===== src/rtl/seg7_pkg.sv =====
// Shared 7-segment glyph table, FSM states and glyph helper.
// Used by the reader today and by the display encoder later.
package seg7_pkg;

  localparam logic [6:0] GLYPH_0 = 7'h3F;
  localparam logic [6:0] GLYPH_1 = 7'h06;
  localparam logic [6:0] GLYPH_2 = 7'h5B;
  localparam logic [6:0] GLYPH_3 = 7'h4F;
  localparam logic [6:0] GLYPH_4 = 7'h66;
  localparam logic [6:0] GLYPH_5 = 7'h6D;
  localparam logic [6:0] GLYPH_6 = 7'h7D;
  localparam logic [6:0] GLYPH_7 = 7'h07;
  localparam logic [6:0] GLYPH_8 = 7'h7F;
  localparam logic [6:0] GLYPH_9 = 7'h6F;
  localparam logic [6:0] GLYPH_A = 7'h77;
  localparam logic [6:0] GLYPH_B = 7'h7C;
  localparam logic [6:0] GLYPH_C = 7'h39;
  localparam logic [6:0] GLYPH_D = 7'h5E;
  localparam logic [6:0] GLYPH_E = 7'h79;
  localparam logic [6:0] GLYPH_F = 7'h71;
  localparam logic [6:0] GLYPH_BLANK = 7'h00;

  typedef enum logic [1:0] {
    SETTLE,
    ACCEPT,
    LOCKED
  } state_t;

  typedef struct packed {
    logic       legal;
    logic [3:0] digit;
  } glyph_t;

  // Illegal patterns return legal=0 with digit 0.
  function automatic glyph_t glyph_to_nibble(
    input logic [6:0] seg
  );
    glyph_t g;
    g.legal = 1'b1;
    g.digit = 4'h0;
    case (seg)
      GLYPH_0: g.digit = 4'h0;
      GLYPH_1: g.digit = 4'h1;
      GLYPH_2: g.digit = 4'h2;
      GLYPH_3: g.digit = 4'h3;
      GLYPH_4: g.digit = 4'h4;
      GLYPH_5: g.digit = 4'h5;
      GLYPH_6: g.digit = 4'h6;
      GLYPH_7: g.digit = 4'h7;
      GLYPH_8: g.digit = 4'h8;
      GLYPH_9: g.digit = 4'h9;
      GLYPH_A: g.digit = 4'hA;
      GLYPH_B: g.digit = 4'hB;
      GLYPH_C: g.digit = 4'hC;
      GLYPH_D: g.digit = 4'hD;
      GLYPH_E: g.digit = 4'hE;
      GLYPH_F: g.digit = 4'hF;
      default: g.legal = 1'b0;
    endcase
    return g;
  endfunction

endpackage


===== src/rtl/seg7_glyph_decode.sv =====
// Combinational glyph decoder: segment pattern to
// legal/blank flags and hex nibble.
module seg7_glyph_decode
  import seg7_pkg::*;
(
  input  logic [6:0] seg,
  output logic       legal,
  output logic       is_blank,
  output logic [3:0] digit
);

  glyph_t g;

  always_comb begin
    g        = glyph_to_nibble(seg);
    legal    = g.legal;
    digit    = g.digit;
    is_blank = (seg == GLYPH_BLANK);
  end

endmodule


===== src/rtl/seg7_reader.sv =====
// Debounced 7-segment reader with valid/ready output.
// Sequence checker built only with SEG7_READER_SEQ_CHECK_EN.
module seg7_reader
  import seg7_pkg::*;
#(
  parameter int STABLE_CYCLES = 4,
  parameter int CNT_W         = 8
) (
  input  logic             clk,
  input  logic             rst,
  input  logic [6:0]       seg_in,
  input  logic             out_ready,
  output logic             out_valid,
  output logic [3:0]       digit_out,
  output logic             blank,
  output logic             pattern_err,
  output logic             overrun,
  output logic             seq_ok,
  output logic [CNT_W-1:0] seq_err_count
);

  localparam logic [3:0] STABLE = 4'(STABLE_CYCLES);

  logic [6:0] seg_q;
  logic [3:0] cnt_q;
  logic [3:0] cnt_d;
  logic       mismatch;
  state_t     state_q;
  state_t     state_d;
  logic       accept;

  logic       legal;
  logic       is_blank;
  logic [3:0] digit;

  seg7_glyph_decode u_decode (
    .seg      (seg_q),
    .legal    (legal),
    .is_blank (is_blank),
    .digit    (digit)
  );

  assign mismatch = (seg_in != seg_q);

  always_comb begin
    cnt_d = cnt_q;
    if (mismatch)
      cnt_d = 4'd1;
    else if (cnt_q < STABLE)
      cnt_d = cnt_q + 4'd1;
  end

  always_ff @(posedge clk) begin
    if (rst) begin
      seg_q <= '0;
      cnt_q <= '0;
    end else begin
      seg_q <= seg_in;
      cnt_q <= cnt_d;
    end
  end

  // ACCEPT always completes, even if the bus moves on that edge.
  always_comb begin
    state_d = state_q;
    accept  = 1'b0;
    case (state_q)
      SETTLE: begin
        if (!mismatch && cnt_d == STABLE)
          state_d = ACCEPT;
      end
      ACCEPT: begin
        accept  = 1'b1;
        state_d = mismatch ? SETTLE : LOCKED;
      end
      LOCKED: begin
        if (mismatch)
          state_d = SETTLE;
      end
      default: state_d = SETTLE;
    endcase
  end

  always_ff @(posedge clk) begin
    if (rst)
      state_q <= SETTLE;
    else
      state_q <= state_d;
  end

  always_ff @(posedge clk) begin
    if (rst) begin
      out_valid   <= 1'b0;
      digit_out   <= '0;
      blank       <= 1'b0;
      pattern_err <= 1'b0;
      overrun     <= 1'b0;
    end else begin
      pattern_err <= accept && !legal && !is_blank;
      if (accept && legal) begin
        digit_out <= digit;
        out_valid <= 1'b1;
        if (out_valid && !out_ready)
          overrun <= 1'b1;
      end else if (out_valid && out_ready) begin
        out_valid <= 1'b0;
      end
      if (accept && is_blank)
        blank <= 1'b1;
      else if (mismatch)
        blank <= 1'b0;
    end
  end

`ifdef SEG7_READER_SEQ_CHECK_EN
  logic             have_ref;
  logic [3:0]       prev_q;
  logic [3:0]       prev_inc;
  logic [CNT_W-1:0] err_q;
  logic             ok_q;

  assign prev_inc = prev_q + 4'd1;

  // A blank drops the reference so the next digit starts fresh.
  always_ff @(posedge clk) begin
    if (rst) begin
      have_ref <= 1'b0;
      prev_q   <= '0;
      err_q    <= '0;
      ok_q     <= 1'b0;
    end else if (accept) begin
      if (legal) begin
        prev_q   <= digit;
        have_ref <= 1'b1;
        if (!have_ref) begin
          ok_q <= 1'b0;
        end else if (digit == prev_inc) begin
          ok_q <= 1'b1;
        end else begin
          ok_q <= 1'b0;
          if (err_q != '1)
            err_q <= err_q + 1'b1;
        end
      end else if (is_blank) begin
        have_ref <= 1'b0;
      end
    end
  end

  assign seq_ok        = ok_q;
  assign seq_err_count = err_q;
`else
  assign seq_ok        = 1'b0;
  assign seq_err_count = '0;
`endif

endmodule


===== config.mk =====
export PLATFORM = sky130hd
export DESIGN_NAME = seg7_reader
export DESIGN_NICKNAME = d
export VERILOG_FILES = /design/src/rtl/seg7_pkg.sv /design/src/rtl/seg7_glyph_decode.sv /design/src/rtl/seg7_reader.sv
export SDC_FILE = /design/constraint.sdc
export NUM_CORES = 1
export LEC_CHECK = 0
export CORE_UTILIZATION = 52
export CTS_BUF_LIST = sky130_fd_sc_hd__clkbuf_8
export DETAILED_ROUTE_END_ITERATION = 16
export MAX_ROUTING_LAYER = met4
export PLACE_DENSITY_LB_ADDON = 0.15
export SLEW_MARGIN = 20
export SYNTH_ARGS = -nofsm -noshare
export SYNTH_HDL_FRONTEND = slang
export SYNTH_SLANG_ARGS = --single-unit
export TNS_END_PERCENT = 100

===== constraint.sdc =====
create_clock -name clk -period 2.1 [get_ports clk]
set_clock_uncertainty 0.1 [all_clocks]
set_input_delay 0.315 -clock clk [delete_from_list [all_inputs] [get_ports clk]]
set_output_delay 0.315 -clock clk [all_outputs]
set_load 0.02 [all_outputs]

==> flow_metrics.py <==
metrics = {
    "floorplan": {
        "die_y_um": 51.9,
        "core_um2": 2280,
        "die_area_um2": 2700,
        "rows": 17,
        "start_util_pct": 57.0,
        "die_w_um": 51.9,
        "num_io_pins": 27,
    },
    "final_layout": {
        "regArea_um2": 424,
        "diodes": 0,
        "final_cell_mix": "18 x dfxtp_1, 17 x clkdlybuf4s50_1, 11 x nor2b_1",
        "finalNonFillerCells": 183,
        "area_growth_pct": 12.5,
        "finalNetCount": 167,
        "drive_above_1_share_pct": 13.5,
        "multi_input_area_um2": 732,
        "nFillCells": 202,
        "layout_commonest_cell": "dfxtp_1",
    },
    "power": {
        "pwr-share-comb_pct": 11.9,
        "peakVddDrop_mv": 0.583,
        "seqPwrFrac_pct": 54.1,
        "pwr-share-clk_pct": 33.9,
        "p_leak_nw": 0.546,
        "p_sw_uw": 210,
        "p_per_area_nw_per_um2": 546,
        "p_int_uw": 588,
        "sw_frac_of_total_pct": 26.3,
    },
    "min_path": {
        "hp-class": "reg -> reg",
        "worstHoldPathCells": 2,
    },
    "synth": {
        "synth-async-reset-ratio_pct": 0,
        "synth_area_um2": 1300,
        "syn_inst": 140,
        "synth_seq_area_share_pct": 32.4,
        "synth_simple_gate_area_share_pct": 25.1,
        "yosys_warnings": 0,
        "syn_avg_cell_area_um2": 9.26,
        "synth_edf_count": 0,
        "synthMuxAreaShare_pct": 0,
        "synth_top_family_by_area": "simple AND/OR/NAND/NOR gates",
        "synth_fa_ha_area_share_pct": 0.965,
        "synth-compound-area-share_pct": 21.7,
        "synth.distinct_cells": 44,
        "ys_ff_latch": 21,
        "synthFlopType": "dfxtp_1",
        "synth_xor_area_share_pct": 6.08,
    },
    "clock_network": {
        "cts-htree-levels": 1,
        "clock-sinks": 21,
        "cts_tree": "yes",
        "holdBufCountCts": 0,
        "clkLatencyLatePin_ps": 270,
        "cts_max_path_buffers": 2,
        "cts_made_buffers": 3,
        "clk_pin_slew_ps": 80,
        "cts-root-buf": "clkbuf_8",
    },
    "global_route": {
        "grt_overflow_total": 0,
        "antenna_found_initial": 0,
        "use_met1_pct": 24.2,
        "gr-usage-met3_pct": 5.26,
        "track_usage_pct": 21.5,
        "grtUsageMet2_pct": 35.0,
        "grt_max_degree": 17,
        "grt_pass1_vias": 935,
        "grt_pass1_wl_mm": 4.09,
        "busiest_layer": "met2",
    },
    "sta": {
        "grt_setup_unrepaired": "false",
        "slew_violations": 0,
        "setup_viol": 0,
        "min_period_ps": 1950,
        "fin_setup_tns_ps": 0,
        "max_freq_ghz": 0.513,
        "hold_viol_final": 0,
        "fin_crit_sh_pct": 92.8,
    },
    "setup_path": {
        "ff2ff_path_depth": 5,
        "worstPathCellList": "nor2b_1 -> nand3b_1 -> o221a_4 -> a21o_1 -> a221oi_2",
        "cp_max_fo": 11,
        "crit_slowest_cell": "dfxtp_1",
        "worstSetupEndpointType": "flip-flop",
        "worstPathArrival_ps": 2030,
        "crit_path_start_kind": "flip-flop",
        "worstSetupPathType": "reg -> reg",
        "cpPeakStageDelay_ps": 580,
        "worst_ep_required_time_ps": 2180,
    },
    "drt": {
        "drt_first_pass_iters": 4,
        "via_per_inst": 5.83,
        "wl_mm": 2.50,
        "wl_per_cell_um": 13.7,
        "antenna_left": 0,
        "num_vias": 1066,
        "drt_iter0_drc": 38,
        "drc": 0,
    },
    "flow_run": {
        "drv_cap": 0,
    },
    "outcome": {
        "run_status": "finished clean",
    },
    "place": {
        "port_buffers": 17,
        "routabilityCongestion": 0.862,
        "post-dp-hpwl_mm": 1.85,
        "dp.cells": 179,
    },
}
[routing by layer]
metal	up-vias	wire length, um
met5	-	0
met4	0	47
li1	518	-
met2	41	1220
met1	502	1080
met3	5	151
[flip-flops by register name (all words and copies together), names as in the netlist]
name and count:
cnt_q 4, pattern_err 1, digit_out 4, overrun 1, state_q 2, seg_q 7, blank 1, out_valid 1
[kinds of logic after synthesis]
family / count (synthesis)
XOR/XNOR: 9
adder cells (fa/ha/maj): 1
AND/OR/NAND/NOR: 51
buffers and inverters: 23
flip-flops: 21
AO/OA/AOI/OAI: 34
other: 1
[synth_stat cells, types with 2 or more instances]
cell / instances / area, um2
a21o_1: 2 / 15.0
a21oi_1: 8 / 40.0
a21oi_2: 2 / 17.5
a22oi_1: 2 / 15.0
and4_1: 2 / 17.5
and4bb_2: 3 / 37.5
buf_4: 12 / 90.1
buf_6: 2 / 22.5
clkbuf_8: 2 / 27.5
dfxtp_1: 21 / 420
inv_1: 5 / 18.8
nand2_1: 4 / 15.0
nand2b_1: 3 / 18.8
nand3_1: 3 / 15.0
nand3b_1: 2 / 15.0
nand4_1: 3 / 18.8
nor2_1: 9 / 33.8
nor2b_1: 11 / 68.8
nor4_1: 3 / 18.8
nor4b_1: 2 / 17.5
o2111a_1: 2 / 22.5
o21a_1: 4 / 30.0
o21ai_0: 3 / 15.0
o32ai_1: 3 / 26.3
xnor2_1: 5 / 43.8
xor2_1: 4 / 35.0
[power groups by stage]
stage               clock, mW  combinational (mW)  sequential (mW)
finish                  0.270              0.0953            0.432
global route            0.296               0.104            0.434
CTS                     0.279              0.0948            0.430
detailed placement          0              0.0943            0.439
global placement            0              0.0933            0.437
floorplan                   0              0.0992            0.422
[metrics by stage]
step                util, %  hold WS (ps)  instance area (um2)  total power [mW]  setup WS [ps]
global route           64.1           401                 1460             0.834           27.5
CTS                    63.9           371                 1460             0.803           76.7
finish                 64.1           374                 1460             0.797            151
floorplan                 -           287                 1330             0.521            466
global placement       61.8           359                 1410             0.531            199
detailed placement     61.8           361                 1410             0.533            126
[what timing repair did]
item / CTS / global route
setup buffers: 0 / 0
endpoints found under the setup margin: 0 / 4
gates resized for setup: 0 / 3
[worst max-delay path: cells and delay by family (launching register included)]
kind            cells  cell delay (ps)
flops               1              580
simple gates        2              390
compound gates      3              790
[worst paths after layout]
check	from	end	slack, ps
worst max-delay path	seg_q[2]	digit_out[3]	150
worst max register to register	seg_q[2]	digit_out[3]	150
worst min-delay path	digit_out[3]	digit_out[3]	370
worst min register to register	digit_out[3]	digit_out[3]	370
[final cells by class]
cell class / count / area share (%)
Clock buffer: 3 / 2.83
Clock inverter: 1 / 0.515
Inverter: 5 / 1.29
Multi-Input combinational cell: 104 / 50.2
Sequential cell: 21 / 29.1
Tap cell: 28 / 2.40
Timing Repair Buffer: 21 / 13.7
No activity file was read; power rests on OpenSTA's default activity.
